[src/rtl/pipeline_hazard_ctrl.sv]
// rtl/pipeline_hazard_ctrl.sv - 5-stage pipeline sequencer: load-use stall, branch squash, memory freeze, HLT drain
module pipeline_hazard_ctrl #(
    parameter int DRAIN_CYCLES = 3,
    parameter int CNT_W        = 16
) (
    input  logic             clk,
    input  logic             rst,
    input  logic [3:0]       fd_rs,
    input  logic [3:0]       fd_rt,
    input  logic             fd_uses_rt,
    input  logic             fd_hlt,
    input  logic             de_mem_read,
    input  logic [3:0]       de_write_reg,
    input  logic             br_taken,
    input  logic             mem_busy,
    output logic             pc_en,
    output logic             fd_en,
    output logic             de_en,
    output logic             xm_en,
    output logic             mw_en,
    output logic             fd_flush,
    output logic             de_flush,
    output logic             halted,
    output logic [CNT_W-1:0] stall_cnt,
    output logic [CNT_W-1:0] flush_cnt
);

    localparam int DW = (DRAIN_CYCLES > 1) ? $clog2(DRAIN_CYCLES) : 1;

    typedef enum logic [1:0] {
        ST_RUN,
        ST_MEM_WAIT,
        ST_DRAIN,
        ST_HALTED
    } state_t;

    state_t           state_q, state_d;
    logic             pend_flush_q, pend_flush_d;
    logic [DW-1:0]    drain_cnt_q, drain_cnt_d;
    logic [CNT_W-1:0] stall_cnt_q, stall_cnt_d;
    logic [CNT_W-1:0] flush_cnt_q, flush_cnt_d;

    logic load_use;
    logic run_rules;
    logic br_eff;
    logic freeze;
    logic flush_inc;
    logic stall_inc;

    assign load_use = de_mem_read && (de_write_reg != 4'd0) &&
                      ((de_write_reg == fd_rs) ||
                       (fd_uses_rt && (de_write_reg == fd_rt)));

    always_comb begin
        pc_en        = 1'b1;
        fd_en        = 1'b1;
        de_en        = 1'b1;
        xm_en        = 1'b1;
        mw_en        = 1'b1;
        fd_flush     = 1'b0;
        de_flush     = 1'b0;
        halted       = 1'b0;
        state_d      = state_q;
        pend_flush_d = pend_flush_q;
        drain_cnt_d  = drain_cnt_q;
        run_rules    = 1'b0;
        br_eff       = br_taken;
        freeze       = 1'b0;
        flush_inc    = 1'b0;
        stall_inc    = 1'b0;

        case (state_q)
            ST_RUN: begin
                run_rules = 1'b1;
            end
            ST_MEM_WAIT: begin
                if (mem_busy) begin
                    freeze       = 1'b1;
                    pend_flush_d = pend_flush_q | br_taken;
                end else begin
                    // Resume as RUN, replaying any branch that resolved while frozen
                    run_rules    = 1'b1;
                    br_eff       = br_taken | pend_flush_q;
                    pend_flush_d = 1'b0;
                    state_d      = ST_RUN;
                end
            end
            ST_DRAIN: begin
                if (mem_busy) begin
                    freeze = 1'b1;
                end else if (br_taken) begin
                    // HLT sat on the wrong path of an older branch
                    fd_flush  = 1'b1;
                    de_flush  = 1'b1;
                    flush_inc = 1'b1;
                    state_d   = ST_RUN;
                end else begin
                    pc_en       = 1'b0;
                    fd_flush    = 1'b1;
                    drain_cnt_d = drain_cnt_q + DW'(1);
                    if (drain_cnt_q == DW'(DRAIN_CYCLES - 1)) begin
                        state_d = ST_HALTED;
                    end
                end
            end
            default: begin
                halted = 1'b1;
                freeze = 1'b1;
            end
        endcase

        if (run_rules) begin
            if (mem_busy) begin
                freeze       = 1'b1;
                pend_flush_d = br_taken;
                state_d      = ST_MEM_WAIT;
            end else if (br_eff) begin
                fd_flush  = 1'b1;
                de_flush  = 1'b1;
                flush_inc = 1'b1;
            end else if (load_use) begin
                pc_en    = 1'b0;
                fd_en    = 1'b0;
                de_flush = 1'b1;
            end else if (fd_hlt) begin
                pc_en       = 1'b0;
                fd_flush    = 1'b1;
                drain_cnt_d = '0;
                state_d     = ST_DRAIN;
            end
        end

        if (freeze) begin
            pc_en    = 1'b0;
            fd_en    = 1'b0;
            de_en    = 1'b0;
            xm_en    = 1'b0;
            mw_en    = 1'b0;
            fd_flush = 1'b0;
            de_flush = 1'b0;
        end

        stall_inc = !pc_en && (state_q != ST_HALTED);

        if (!rst) begin
            pc_en    = 1'b1;
            fd_en    = 1'b1;
            de_en    = 1'b1;
            xm_en    = 1'b1;
            mw_en    = 1'b1;
            fd_flush = 1'b0;
            de_flush = 1'b0;
            halted   = 1'b0;
        end
    end

    always_comb begin
        stall_cnt_d = stall_cnt_q;
        flush_cnt_d = flush_cnt_q;
        if (stall_inc && (stall_cnt_q != {CNT_W{1'b1}})) begin
            stall_cnt_d = stall_cnt_q + CNT_W'(1);
        end
        if (flush_inc && (flush_cnt_q != {CNT_W{1'b1}})) begin
            flush_cnt_d = flush_cnt_q + CNT_W'(1);
        end
    end

    always_ff @(posedge clk) begin
        if (!rst) begin
            state_q      <= ST_RUN;
            pend_flush_q <= 1'b0;
            drain_cnt_q  <= '0;
            stall_cnt_q  <= '0;
            flush_cnt_q  <= '0;
        end else begin
            state_q      <= state_d;
            pend_flush_q <= pend_flush_d;
            drain_cnt_q  <= drain_cnt_d;
            stall_cnt_q  <= stall_cnt_d;
            flush_cnt_q  <= flush_cnt_d;
        end
    end

    assign stall_cnt = stall_cnt_q;
    assign flush_cnt = flush_cnt_q;

endmodule

[config.mk]
export PLATFORM = sky130hd
export DESIGN_NAME = pipeline_hazard_ctrl
export DESIGN_NICKNAME = d
export VERILOG_FILES = /design/src/rtl/pipeline_hazard_ctrl.sv
export SDC_FILE = /design/constraint.sdc
export NUM_CORES = 1
export LEC_CHECK = 0
export ABC_AREA = 1
export CAP_MARGIN = 20
export CORE_ASPECT_RATIO = 2
export CORE_MARGIN = 4
export CORE_UTILIZATION = 30
export DETAILED_ROUTE_END_ITERATION = 10
export GPL_ROUTABILITY_DRIVEN = 1
export PLACE_DENSITY = 0.56
export SLEW_MARGIN = 10
export SYNTH_ARGS = -nofsm -noshare
export SYNTH_HDL_FRONTEND = slang
export SYNTH_SLANG_ARGS = --single-unit
export TNS_END_PERCENT = 5
[constraint.sdc]
create_clock -name clk -period 2.8 [get_ports clk]
set_input_delay 0.28 -clock clk [delete_from_list [all_inputs] [get_ports clk]]
set_output_delay 0.28 -clock clk [all_outputs]
set_load 0.005 [all_outputs]
# == Yosys cells after proc, flatten, opt, wreduce, memory -nomap -nowiden ==
# Index checks and enable logic that the tools add are counted.
# totals
register_bits,37
latch_bits,0
mem_bits_rw,0
mem_bits_ro,0
in_bits,19
mem_count,0
# classes
addsub,3
n_mul,0
n_div,0
magnitude_cmp,0
n_eq_ne,8
n_shift,0
n_mux,69
bitwise,1
reduce_logical,12
# ops
cell,count
1-bit two-way mux,49
2-bit two-way mux,17
"16-bit by 1-bit adder with 16-bit output, second input constant",2
"16-bit inequality test, second input constant",2
4-bit equality test,2
1-bit logical AND,6
"2-bit equality test, second input constant",2
1-bit case mux with 2 select lines,2
2-bit case mux with 2 select lines,1
4-bit nonzero test,1
3-bit OR reduction,1
"2-bit by 1-bit adder with 2-bit output, second input constant",1
"2-bit by 1-bit equality test with 1-bit output, second input constant",1
2-bit logical NOT,1
"2-bit inequality test, second input constant",1
2-bit OR reduction,1
1-bit logical NOT,1
1-bit logical OR,1
1-bit bitwise OR,1

# == Depth between registers and ports, before layout ==
# depth
depth_word,12
depth_mapped,14
mapped_depth_nobuf,13

# == Worst setup path before layout ==
# OpenSTA, ideal clock, no wires.
# synth_timing
kind,flip-flop to output port
start,register state_q[0]
end,output pc_en
arrival_ns,1.428
setup_slack_ns,1.092
stages_incl_launch_ff,10
path_buffers,1
path_cell_list,dfxtp_1 inv_1 ha_1 inv_1 a21oi_1 inv_1 nor2_1 nand2_4 buf_6 nand2_1
# synth_between
elab_chain_len,9
elab_cells_between_ends,17
# synth_lines
item,line,source
"start, declared",37,"state_t state_q, state_d;"
"start signal, assigned",176,state_q <= state_d;
2-bit equality test,72,case (state_q)
1-bit two-way mux,72,
1-bit two-way mux,125,end else if (fd_hlt) begin
1-bit two-way mux,121,end else if (load_use) begin
1-bit two-way mux,117,end else if (br_eff) begin
1-bit two-way mux,113,if (mem_busy) begin
1-bit two-way mux,112,if (run_rules) begin
1-bit two-way mux (*),133,if (freeze) begin
1-bit two-way mux (*),145,if (!rst) begin
"end, declared",16,"output logic pc_en,"
# Mark *: on every way between the ends. The rest lies on a longest branch, timed or not.

# == Worst setup path in the final report ==
# layout_timing
start,register state_q[1]
end,output fd_en
# layout_between
elab_chain_len,7
elab_cells_between_ends,14
# layout_lines
item,line,source
2-bit equality test or 2-bit by 1-bit equality test with 1-bit output (tied branches),72,
2-bit OR reduction (no line) or 1-bit two-way mux (tied branches),n/a,
1-bit case mux with 2 select lines or 1-bit two-way mux (tied branches),"72, 117",
1-bit two-way mux,113,
1-bit two-way mux,112,
1-bit two-way mux (*),133,
1-bit two-way mux (*),145,
"end, declared",17,"output logic fd_en,"
# Marked as above.

==> results.md <==
* Post-synthesis sequential area ratio at 0.297
* Worst IR Drop VDD at 0.000195 V
* Number of global-route vias before repair at 2528
* # IOs at 59
* ANT cells at 0
* Pre-CTS setup slack at 0.375 ns
* Clock Latency Late Sink at 0.28 ns
* Startpoint of the lowest-slack hold path: flush_cnt[4]$_SDFFE_PN0P_
* Synth Instances at 362
* H-tree levels at 2
* Setup Buffers After CTS at 0
* Critical Path End Type: primary output
* Initial antenna violation count at 0
* Mean Syn Cell Area at 6.90 um2
* Drt total wl at 6.88 mm
* Synth Area in Compound Gates at 0.137
* Final #Nets at 448
* CTS tree: yes
* Worst slew pin tran at 0.631 ns
* Starting density of the core at 0.312
* RR Startpoint: stall_cnt[0]$_SDFFE_PN0P_
* Crit path cell chain: inv_1, ha_1, a31o_1, nor2_1, nand2_1, o21ai_0, inv_1, clkdlybuf4s50_1
* I/O Buffers at 58
* First drt pass iteration count at 4
* FF+latch count, synth at 37
* Setup Skew at 0.00309 ns
* Endpoints failing setup at 0
* Max_cap viols at 0
* WHS Path Cells at 2
* Die X at 72.5 um
* Adder-cell area share of the yosys netlist at 0.0351
* Fillers at 861
* Die footprint at 0.00993 mm2
* CP arrival at 2.20 ns
* Core ar. at 0.00800 mm2
* Fin crit share at 0.886
* Clock slew at reported path FFs at 0.06 ns
* Slew Limit Fails at 0
* CTS Sinks at 37
* First-pass GRT wire length at 11.3 mm
* Clock period minus final worst setup slack at 2.48 ns
* Setup crit start kind: flip-flop
* Slew HR at 0.578
* Main combinational cell family by area after synthesis: simple AND/OR/NAND/NOR gates
* Via count at 2513
* CP max stage cell: clkdlybuf4s50_1
* Total CTS buffers at 5
* Clock Tree Root: clkbuf_16
* Setup tns final at 0 ns
* Initial drt markers at 96
* Post-CTS sizing at 0
* Layout cell share with drive strength beyond 1 at 0.132
* Mapped Nets at 388
* CP required at 2.52 ns
* Post-CTS Hold Buffers at 0
* Synth top area share at 0.297
* Top cells by area, synth: dfxtp_1, nand2_1, nand3_1
* Distinct cells, synth at 36
* Row Count at 46
* Post-Synth XOR/XNOR Area at 0.0737
* Final Worst Setup Slack at 0.319 ns
* Worst hold path class: reg -> reg
* Pwr dens at 414 mW/mm2
* Syn. warnings at 0
* P&R area growth vs syn at 32.9%
* Post-Syn Area at 0.00250 mm2
* Largest net degree at the start of global routing at 19
* Most used cell, CP: inv_1
* Remaining global-route overflow at 0
* Drt via density at 4.84
* Largest fanout on the critical path at 4
* Die height at 137 um
* RSZ-0062 raised after global routing: false
* Max incr delay on CP at 0.45 ns
* DRT antenna net count at 0
* R2R cell count at 7
* DR WL/cell at 13.3 um
* Fmax at 0.403 GHz
* Critical path class: reg -> out
* Status: completed
* Final hold vios at 0
* Clk buf depth at 2
* Routability Congestion at 0.819
* Synth area leader: dfxtp_1
* Total track usage at 0.146
* Hpwl dp at 5.44 mm
* RR Endpoint: stall_cnt[1]$_SDFFE_PN0P_
* Reg2reg setup slack at 0.68 ns
* Proportion of synthesized area in mux cells at 0
* Leakage power at 0.00121 uW
* WHS Endpoint: flush_cnt[4]$_SDFFE_PN0P_
* DRC at 0
* Synth Area in Simple Gates at 0.358
-- worst max-delay path by stage --
stage                                      from  cells after the start     to  slack [ns]
after global placement                 mem_busy                      8  fd_en        0.40
after floorplan           state_q[0]$_SDFF_PN0_                      9  pc_en        1.09
after detailed placement               mem_busy                      8  fd_en        0.37
after global routing      state_q[1]$_SDFF_PN0_                      8  fd_en        0.14
after CTS                 state_q[1]$_SDFF_PN0_                      8  fd_en        0.29
final                     state_q[1]$_SDFF_PN0_                      8  fd_en        0.32
-- critical path, delay by kind of cell (launching register included) --
kind	cells	cell delay (ns)
buffers and inverters	3	0.59
AO/OA/AOI/OAI	2	0.41
flip-flops	1	0.38
AND/OR/NAND/NOR	2	0.30
adder cells (fa/ha/maj)	1	0.23
-- layout make-up --
| type | instances | area (um2) | area share |
|---|---|---|---|
| clock inverter | 1 | 5.00 | 0.00151 |
| clock buffer | 7 | 153 | 0.0460 |
| multi-input combinational | 268 | 1510 | 0.455 |
| inverter | 48 | 180 | 0.0543 |
| sequential | 37 | 741 | 0.223 |
| timing repair buffer | 62 | 611 | 0.184 |
| tap | 96 | 120 | 0.0362 |
-- state kept, by name, indices dropped and copies added (netlist names) --
signal and flops:
drain_cnt_q 2, state_q 2, flush_cnt 16, pend_flush_q 1
stall_cnt 16
-- cells in the mapped netlist, drive strengths merged --
cell type and count:
a211oi 1, nand4 5, o22ai 1, a21boi 1, buf 5, nor2 35, a31oi 2, xnor2 5
ha 7, nor3 20, o211ai 1, dfxtp 37, a41oi 1, a2111oi 1, o2111ai 1, o21ai 11
clkbuf 4, a21oi 31, nor3b 1, xor2 16, inv 48, a31o 1, nand3 35, nand2 92
-- placed cells by master, fill, tap and decap left out, drive strengths merged, types with 2 or more instances in the layout --
master	count
nand2	92
clkdlybuf4s50	58
inv	48
dfxtp	37
nand3	35
nor2	35
a21oi	31
nor3	20
xor2	16
o21ai	11
ha	7
clkbuf	7
xnor2	5
nand4	5
buf	4
a31oi	2
-- per-layer routing --
layer	up-vias	part of all wire	GRT usage
met2	73	0.56	0.283
met1	1129	0.36	0.136
met3	15	0.044	0.0287
met5	-	0	0
li1	1296	-	-
met4	0	0.033	0.0811
-- where the power goes --
| group | switching (uW) | internal [uW] | leakage (uW) |
|---|---|---|---|
| Combinational | 124 | 99.6 | 0.000827 |
| Clock | 219 | 377 | 0.0000799 |
| Sequential | 15.7 | 539 | 0.000299 |
| Total | 359 | 1020 | 0.00121 |
-- through the flow --
stage / hold slack (ns) / instance area, um2 / power (uW) / utilization / cells
after detailed placement: 0.453 / 3160 / 793 / 0.395 / 511
final: 0.457 / 3320 / 1380 / 0.415 / 519
after CTS: 0.462 / 3320 / 1400 / 0.415 / 519
after global routing: 0.491 / 3320 / 1440 / 0.415 / 519
after floorplan: 0.450 / 2500 / 706 / - / 362
after global placement: 0.448 / 3160 / 790 / 0.395 / 511
-- cell families (layout without fill, tap and decap cells) --
logic type,count (synthesis),count (layout)
DFF,37,37
and+or+nand+nor,188,188
AOI/OAI and AO/OA,52,52
buffers and inverters,57,118
adders and majority gates,7,7
xor gates and xnor gates,21,21
No activity file was read; power rests on OpenSTA's default activity.
